$ cat config.mk
export PLATFORM = sky130hd
export DESIGN_NAME = axis_round_robin_merge
export DESIGN_NICKNAME = d
export VERILOG_FILES = /design/src/rtl/axis_round_robin_merge.sv
export SDC_FILE = /design/constraint.sdc
export NUM_CORES = 1
export LEC_CHECK = 0
export BUFFER_PORTS_ARGS = -buffer_cell sky130_fd_sc_hd__buf_4
export CAP_MARGIN = 30
export CORE_AREA = 4 4 41 43
export DETAILED_ROUTE_END_ITERATION = 7
export DIE_AREA = 0 0 45 47
export PLACE_DENSITY_LB_ADDON = 0.08
export SETUP_SLACK_MARGIN = 0.15
export SLEW_MARGIN = 20
export SYNTH_ARGS = -nofsm -noshare
export SYNTH_HDL_FRONTEND = slang
export SYNTH_SLANG_ARGS = --single-unit
$ cat constraint.sdc
create_clock -name clk -period 2.5 [get_ports clk]
set_clock_uncertainty 0.05 [all_clocks]
set_input_delay 0.5 -clock clk [delete_from_list [all_inputs] [get_ports clk]]
set_output_delay 0.5 -clock clk [all_outputs]
set_load 0.01 [all_outputs]
$ cat src/rtl/axis_round_robin_merge.sv
// axis_round_robin_merge
// Merges NUM_SLAVE_STREAMS AXI-stream inputs onto one output, one whole packet at a time.
// Inputs are granted in round-robin order starting after the last stream to finish a packet.
// Arbitration takes one IDLE cycle per packet, then stream `sel` passes straight through
// combinationally until its tlast beat is accepted. axis_o_tid carries the granted index.

module axis_round_robin_merge #(
    parameter int AXIS_BYTES        = 1,
    parameter int NUM_SLAVE_STREAMS = 2
) (
    input  logic                                      clk,
    input  logic                                      sreset,

    output logic [NUM_SLAVE_STREAMS-1:0]              axis_i_tready,
    input  logic [NUM_SLAVE_STREAMS-1:0]              axis_i_tvalid,
    input  logic [NUM_SLAVE_STREAMS-1:0]              axis_i_tlast,
    input  logic [NUM_SLAVE_STREAMS*AXIS_BYTES*8-1:0] axis_i_tdata,

    input  logic                                      axis_o_tready,
    output logic                                      axis_o_tvalid,
    output logic                                      axis_o_tlast,
    output logic [AXIS_BYTES*8-1:0]                   axis_o_tdata,
    output logic [$clog2(NUM_SLAVE_STREAMS)-1:0]      axis_o_tid
);

    localparam int W    = AXIS_BYTES * 8;
    localparam int N    = NUM_SLAVE_STREAMS;
    localparam int IdxW = $clog2(N);

    // Highest legal index; the round-robin increment wraps here, so N need not be a power of 2.
    localparam logic [IdxW-1:0] LastIdx = IdxW'(N - 1);

    if (N < 2) begin : g_param_check
        $error("NUM_SLAVE_STREAMS must be at least 2");
    end

    typedef enum logic {
        StIdle,
        StPass
    } state_e;

    state_e            state_q, state_d;
    logic [IdxW-1:0]   sel_q, sel_d;
    logic [IdxW-1:0]   last_sel_q, last_sel_d;

    // Round-robin search results
    logic              found;
    logic [IdxW-1:0]   cand;
    logic [IdxW-1:0]   pick;

    // Selected-stream view
    logic              sel_valid;
    logic              sel_last;
    logic [W-1:0]      sel_data;

    // Search last_sel+1, last_sel+2, ... (mod N) for the first valid input.
    always_comb begin
        found = 1'b0;
        pick  = '0;
        cand  = last_sel_q;
        for (int i = 0; i < N; i++) begin
            cand = (cand == LastIdx) ? '0 : cand + 1'b1;
            if (!found && axis_i_tvalid[cand]) begin
                found = 1'b1;
                pick  = cand;
            end
        end
    end

    // Mux the granted stream's valid/last/data.
    always_comb begin
        sel_valid = 1'b0;
        sel_last  = 1'b0;
        sel_data  = '0;
        for (int n = 0; n < N; n++) begin
            if (sel_q == IdxW'(n)) begin
                sel_valid = axis_i_tvalid[n];
                sel_last  = axis_i_tlast[n];
                sel_data  = axis_i_tdata[n*W +: W];
            end
        end
    end

    // Next-state and output decode; outputs are all zero while arbitrating.
    always_comb begin
        state_d       = state_q;
        sel_d         = sel_q;
        last_sel_d    = last_sel_q;
        axis_o_tvalid = 1'b0;
        axis_o_tlast  = 1'b0;
        axis_o_tdata  = '0;
        axis_o_tid    = '0;
        axis_i_tready = '0;

        unique case (state_q)
            StIdle: begin
                if (found) begin
                    sel_d   = pick;
                    state_d = StPass;
                end
            end

            StPass: begin
                axis_o_tvalid = sel_valid;
                axis_o_tlast  = sel_last;
                axis_o_tdata  = sel_data;
                axis_o_tid    = sel_q;
                // Only the granted input sees tready; the rest are held off for the whole packet.
                for (int n = 0; n < N; n++) begin
                    axis_i_tready[n] = axis_o_tready && (sel_q == IdxW'(n));
                end
                if (sel_valid && sel_last && axis_o_tready) begin
                    state_d    = StIdle;
                    last_sel_d = sel_q;
                end
            end

            default: begin
                state_d = StIdle;
            end
        endcase
    end

    // State registers; reset abandons any packet in flight and gives stream 0 first priority.
    always_ff @(posedge clk) begin
        if (sreset) begin
            state_q    <= StIdle;
            sel_q      <= '0;
            last_sel_q <= LastIdx;
        end else begin
            state_q    <= state_d;
            sel_q      <= sel_d;
            last_sel_q <= last_sel_d;
        end
    end

endmodule

Word level (Yosys, flattened, before mapping)
Index checks and enable logic that the tools add are counted.

word-level totals
  output and inout bits = 13
  flip-flop bits (word level) = 3
  input bits = 23

cells by class
  mux-type cells = 21
  reductions and logical operators = 8
  $add $sub $neg = 2
  bitwise operators = 2
  magnitude comparators = 2

operator list
  cell                   count
  $mux W1                17
  $mux W8                2
  $logic_and A1 B1 Y1    5
  $lt A1 B2 Y1 const B   2
  $reduce_and A2 Y1      2
  $add A1 B1 Y1 const B  2
  $mux W2                1
  $not A1 Y1             2
  $pmux W1 S2            1
  $logic_not A1 Y1       1

Depth between registers and ports, before layout
Gate-level depths: netlist of run 1.

  depth after elaboration = 10
  depth in mapped cells = 4
  depth with buffers taken out = 3

Least setup slack after synthesis of run 1
Ideal clock, no wire load.

  path type = input -> output
  from = in axis_i_tlast[1]
  to = out axis_o_tlast
  path slack = 1.090 ns
  data arrival time = 0.860 ns
  required time = 1.950 ns
  stages = 2
  buffers on the path = 0
  cell sequence = mux2i_1 > and2b_1

between the ends
  longest elaborated chain between the ends = 2

ends and longest elaborated chain
  item             line  source
  start, declared  16    input logic [NUM_SLAVE_STREAMS-1:0] axis_i_tlast,
  $mux W1          76    if (sel_q == IdxW'(n)) begin
  $mux W1          95    unique case (state_q)
  end, declared    21    output logic axis_o_tlast,

Every way passes these cells.

Final worst setup path of run 1
  from = reg sel_q
  to = out axis_o_tdata[3]

between the ends
  longest elaborated chain between the ends = 2

ends and longest elaborated chain
  item                    line  source
  start, declared         43    logic [IdxW-1:0] sel_q, sel_d;
  start signal, assigned  132   sel_q <= sel_d;
  $mux W8                 76
  $mux W8                 95
  end, declared           22    output logic [AXIS_BYTES*8-1:0] axis_o_tdata,

Every way passes these cells.

==> results of run 1 <==
-- logic make-up after synthesis --
family                 Yosys count  synth area share
AO/OA/AOI/OAI                    4             0.105
flip-flops                       3             0.168
buffers and inverters            4             0.108
multiplexers                    10             0.280
AND/OR/NAND/NOR                 21             0.339
-- final cells by class --
type,count,area [um^2]
fillers,143,663
repair buffers,36,270
multi-input cells,35,259
flip-flops and latches,3,60.1
clock buffers,4,26.3
well taps,15,18.8
inverters,1,3.75
-- worst max-delay path, stage by stage, from the launching register on --
cell     delay [ns]
dfxtp_1        0.58
buf_4          0.25
mux2i_1        0.19
nor2b_1        0.06
buf_4          0.14
-- worst paths after layout --
check	from	to	slack [ns]	cells after the start
max	sel_q	axis_o_tdata[3]	0.48	4
min	sreset	sel_q	0.39	2
max reg2reg	state_q	state_q	1.19	3
min reg2reg	last_sel_q	last_sel_q	0.43	2
-- metal layers --
layer  part of all wire  wire (um)
met5                  0          0
met4                  0          0
met3              0.038         44
met2               0.58        682
met1               0.38        441
-- report_power, final --
part	switching [W]	internal, W
Clock	0.0000271	0.0000600
Sequential	0.00000882	0.0000510
Combinational	0.0000337	0.0000579
Total	0.0000696	0.000169
-- layout by cell type (no fill, tap or decap) --
cell type,netlist,routed
nor2b_1,8,8
a21oi_1,1,1
inv_1,1,1
and2_2,1,1
nor2_1,1,1
a31oi_1,1,1
clkbuf_1,1,1
nor3_1,3,3
and3_2,1,1
mux2i_1,10,10
buf_4,0,36
o31ai_4,1,1
nand3b_1,1,1
dfxtp_1,3,3
and2b_1,2,2
nand2_1,4,4
clkbuf_4,0,3
o21ai_0,1,1
-- per-stage QoR --
step                      utilization  total power (W)  cell area (um^2)  setup WS, ns  hold WS, ns
after floorplan                     -         0.000103               358          1.09        0.402
after global placement          0.470         0.000153               612         0.737        0.419
after detailed placement        0.470         0.000154               612         0.725        0.424
after CTS                       0.490         0.000243               638         0.465        0.381
after global routing            0.490         0.000257               638         0.351        0.397
final                           0.490         0.000238               638         0.482        0.385
-- state kept, by name, indices dropped and copies added (netlist names) --
register	cells
last_sel_q	1
sel_q	1
state_q	1
==> results by group, run 1 <==
Clocking
  – Clk sink count: 3
  – Worst-case clock buffer depth: 2
  – H-Tree Depth: 1
  – Root Buffer: clkbuf_4
  – Clock transition at path regs: ~0.04 ns
  – CTS Buf Count: 3
  – CTS tree: yes
  – Post-CTS sizing: 0
  – CTS Hold Bufs: 0
  – Setup repair bufs after CTS: 0
  – Clk Latency, worst-skew pair: 0.24 ns

Timing
  – Max Fclk: roughly 0.50 GHz
  – TNS Setup: 0 ns
  – Max_slew headroom: 0.702
  – Actual slew at the worst max-slew pin: around 0.45 ns
  – Final period util: 0.807
  – Count of final setup violators: 0
  – RSZ-0062 raised after global routing: no
  – Max Slew Vio Count: 0
  – Tmin final: 2.02 ns
  – Fin. Hold Viols: 0

Detailed routing
  – Vias: between 400 and 500
  – DR pass1 iterations: 3
  – Final WL: ~1200 um
  – Remaining routing DRC violations: 0
  – Wirelength per Cell: approximately 12 um
  – Vias per inst: about 4.5
  – Detail Route Antenna Nets: 0
  – Drt initial violations: 3

GRT
  – Global-route wire length before repair: ~1900 um
  – Vias in the first global route: roughly 420
  – GRT met3 Usage: 0.0460
  – Initial antenna violation count: 0
  – Grt total ovfl: 0
  – Met1 Use GR: 0.141
  – Largest net degree at the start of global routing: 17
  – GRT Overall Usage: 0.127
  – Met2 Use GR: 0.229
  – Top Usage Layer GRT: met2

Place
  – Post-DP HPWL: between 900 and 1000 um
  – Placer Congestion: approximately 0.73
  – PortBufs: 35
  – Post-Place Cells: 90

Finish
  – Share of cells above drive strength 1: 0.532
  – Finished Layout Cells: 94
  – Final net count: about 100
  – Diode count: 0
  – Area growth from synthesis to layout: 78.3%

Power
  – Lkg Pwr: 0.312 nW
  – Worst IR Drop VDD: between 200 and 250 uV
  – P per Cell Area: ~370 nW/um^2

Yosys
  – Most used DFF post-synth: dfxtp_1
  – Fraction of the yosys area taken by sequential cells: 0.168
  – Warnings from Yosys: 0
  – Yosys top cell area share: 0.280
  – Avg Cell Area, Syn: 8.52 um^2
  – Count of cell types in the netlist: 18
  – Top-count cell post-synth: mux2i_1
  – Post-Syn Area: approximately 360 um^2
  – Area contributors post-synth: mux2i_1 28%, dfxtp_1 17%, nor2b_1 14%
  – #FFs+latches synth: 3
  – Top post-synthesis cells by count: 10 x mux2i_1, 8 x nor2b_1, 4 x nand2_1, 3 x dfxtp_1, 3 x nor3_1
  – Asr flop ratio synth: 0
  – Largest area contributor in the netlist: mux2i_1
  – Syn Inst Count: 42
  – Synth Net Count: 65
  – Post-synth EDFFs: 0

Worst hold path
  – HP Class: in2reg

Flow run
  – Max-Cap Viols: 0

Setup path
  – Critical Path Sink Type: output pin
  – Max FO, Critical Path: 9
  – CP startpoint kind: flop
  – Worst EP required: around 2.0 ns
  – Critical Path AT: between 1 and 1.5 ns
  – WS Path Type: reg2out

Floorplan
  – Core Footprint: 1300 um^2
  – Die area: between 2000 and 2500 um^2
  – Die X: about 45 um
  – # IOs: 36
  – Row cnt: 13
  – Die height: 47 um
  – Initial Utilization: 0.275

Run status
  – Status: completed
No activity file was read; power rests on OpenSTA's default activity.
==> run 2: changes to the inputs <==
==> constraint.sdc (replaced) <==
create_clock -name clk -period 1.78 [get_ports clk]
set_clock_uncertainty 0.05 [all_clocks]
set_input_delay 0.356 -clock clk [delete_from_list [all_inputs] [get_ports clk]]
set_output_delay 0.356 -clock clk [all_outputs]
set_load 0.01 [all_outputs]
==> run 2 against run 1 <==
  * Via count shrank 2.4%
  * Critical path type unchanged
  * Hold slack got worse by 0.14 ns
  * Sequential share of layout area increased by 0.31 points
  * First-iteration DRC count rose by 100%
  * Sequential power rose by 33%
  * Highest routed layer unchanged
  * Global-route usage down 0.72 points
==> results by group, run 2 (synthesis results as in run 1) <==
Place
  – Post-DP HPWL: 970 um (was 979 um)
  – Placed Area: 627 um^2 (was 612 um^2)
  – Placer Congestion: 0.712 (was 0.728)
  – PortBufs: 35 (unchanged)
  – Pre-CTS setup slack: 0.334 ns (was 0.725 ns)

Setup path
  – Crit path cell chain: mux2i_2 -> and2b_1 -> buf_4 (was buf_4 -> mux2i_1 -> nor2b_1 -> buf_4)
  – Critical Path AT: 1.17 ns (was 1.47 ns)
  – Delay of the slowest critical-path stage: 0.38 ns (was 0.58 ns)
  – WS Path Type: reg2out (unchanged)
  – CP delay by family, top: flip-flops (unchanged)
  – CP startpoint kind: flop (unchanged)
  – Critical Path Sink Type: output pin (unchanged)
  – Worst EP required: 1.37 ns (was 1.95 ns)
  – Slowest CP cell: dfxtp_4 (was dfxtp_1)
  – Max FO, Critical Path: 5 (was 9)
  – Buffer and inverter count on the worst path: 1 (was 2)

Power
  – Pwr Total: 0.000337 W (was 0.000238 W)
  – Internal power: 0.000243 W (was 0.000169 W)
  – Worst IR Drop VDD: 157 uV (was 201 uV)
  – Combinational share of power: 0.419 (was 0.384)
  – Sequential power share: 0.237 (was 0.251)
  – P per Cell Area: 503 nW/um^2 (was 374 nW/um^2)
  – Lkg Pwr: 0.327 nW (was 0.312 nW)
  – Clock power share: 0.345 (was 0.365)
  – Switching power: 0.0000932 W (was 0.0000696 W)
  – Switching share of power: 0.277 (was 0.292)

Floorplan
  – Initial Utilization: 0.275 (unchanged)
  – Row cnt: 13 (unchanged)
  – # IOs: 36 (unchanged)
  – Die X: 45 um (unchanged)
  – Core Footprint: 1300 um^2 (unchanged)
  – Die area: 2120 um^2 (unchanged)
  – Die height: 47 um (unchanged)

Finish
  – Fillers: 136 (was 143)
  – Diode count: 0 (unchanged)
  – Share of cells above drive strength 1: 0.580 (was 0.532)
  – Fin area: 669 um^2 (was 638 um^2)
  – Seq. cell area: 65.1 um^2 (was 60.1 um^2)
  – Area growth from synthesis to layout: 87.1% (was 78.3%)
  – Commonest non-fill, non-tap cells in the layout: 37 x buf_4, 9 x mux2i_1, 8 x nor2b_1 (was 36 x buf_4, 10 x mux2i_1, 8 x nor2b_1)
  – Area occupied by multi-input gates: 263 um^2 (was 259 um^2)
  – Commonest non-fill, non-tap cell in the layout: buf_4 (unchanged)
  – Final net count: 105 (was 103)
  – Largest regs: last_sel_q: 1 flops, sel_q: 1 flops, state_q: 1 flops (unchanged)

Clocking
  – H-Tree Depth: 1 (unchanged)
  – CTS Buf Count: 3 (unchanged)
  – Clk sink count: 3 (unchanged)
  – Clock transition at path regs: 0.04 ns (about the same)
  – CTS tree: yes (unchanged)
  – Setup repair bufs after CTS: 0 (unchanged)
  – Worst-case clock buffer depth: 2 (unchanged)
  – Root Buffer: clkbuf_4 (unchanged)
  – Clk Latency, worst-skew pair: 0.23 ns (was 0.24 ns)
  – CTS Hold Bufs: 0 (unchanged)

GRT
  – Met1 Use GR: 0.133 (was 0.141)
  – Grt total ovfl: 0 (unchanged)
  – Top Usage Layer GRT: met2 (unchanged)
  – Largest net degree at the start of global routing: 11 (was 17)
  – GRT met3 Usage: 0.0153 (was 0.0460)
  – Vias in the first global route: 478 (was 416)
  – GRT Overall Usage: 0.120 (was 0.127)
  – Initial antenna violation count: 0 (unchanged)
  – Global-route wire length before repair: 1890 um (was 1920 um)
  – Met2 Use GR: 0.226 (was 0.229)

Detailed routing
  – DR pass1 iterations: 4 (was 3)
  – Drt initial violations: 6 (was 3)
  – Remaining routing DRC violations: 0 (unchanged)
  – Wirelength per Cell: 11.9 um (was 12.4 um)
  – Final WL: 1140 um (was 1170 um)
  – Vias: 414 (was 424)
  – Vias per inst: 4.31 (was 4.51)
  – Detail Route Antenna Nets: 0 (unchanged)

Timing
  – Max_slew headroom: 0.880 (was 0.702)
  – Final WS setup: 0.204 ns (was 0.482 ns)
  – Actual slew at the worst max-slew pin: 0.175 ns (was 0.447 ns)
  – WHS: 0.244 ns (was 0.385 ns)
  – Max Slew Vio Count: 0 (unchanged)
  – Final period util: 0.886
  – RSZ-0062 raised after global routing: no (unchanged)
  – Tmin final: approximately 1.6 ns
  – TNS Setup: 0 ns (unchanged)
  – Count of final setup violators: 0 (unchanged)
  – Max Fclk: 0.634 GHz
  – Fin. Hold Viols: 0 (unchanged)

Flow run
  – Max-Cap Viols: 0 (unchanged)

Worst hold path
  – HP Class: in2reg (unchanged)

Run status
  – Status: completed (unchanged)
[run 2: cell count changes in the layout (fill, tap and decap cells not counted), sizes merged]
cell	previous run	this run
buf	36	38
[run 2: worst paths after layout]
kind	end	cells after the start	slack, ns	from
setup / recovery	axis_o_tlast	3	0.20	sel_q
hold / removal	sel_q	2	0.24	sreset
setup reg to reg	last_sel_q	4	0.70	sel_q
hold reg to reg	last_sel_q	2	0.43	last_sel_q
[run 2: metal layers]
layer  share of wire  wire, um  vias to the layer above
li1                -         -                      223
met1            0.38       433                      184
met2            0.59       672                        7
met3           0.029        33                        0
met4               0         0                        0
met5               0         0                        -
[run 2: layout make-up]
| cell class | count | share of cell area |
|---|---|---|
| timing repair buffer | 38 | 0.437 |
| clock buffer | 4 | 0.0393 |
| tap | 15 | 0.0280 |
| multi-input combinational | 35 | 0.393 |
| sequential | 3 | 0.0972 |
| inverter | 1 | 0.00561 |
[run 2: worst register-to-register path: cells and delay by family (launching register included)]
family,cells,cell delay [ns]
AOI/OAI and AO/OA,1,0.17
buffers and inverters,1,0.16
DFF,1,0.36
and+or+nand+nor,2,0.24
[run 2: what timing repair did]
action,CTS,global route
endpoints found under the setup margin,9,10
pin swaps,0,0
resized for setup,2,4
cloned,0,0
[run 2: power by group through the flow]
stage | Combinational [W] | Clock, W | Sequential, W
floorplan | 0.0000690 | 0 | 0.0000757
global placement | 0.000138 | 0 | 0.0000804
detailed placement | 0.000139 | 0 | 0.0000801
CTS | 0.000140 | 0.000120 | 0.0000796
global route | 0.000154 | 0.000129 | 0.0000806
finish | 0.000141 | 0.000116 | 0.0000796
[run 2: stage by stage]
step	cells	utilization
final	96	0.514
after global routing	96	0.514
after CTS	96	0.506
after detailed placement	92	0.482
after global placement	92	0.482
after floorplan	42	-
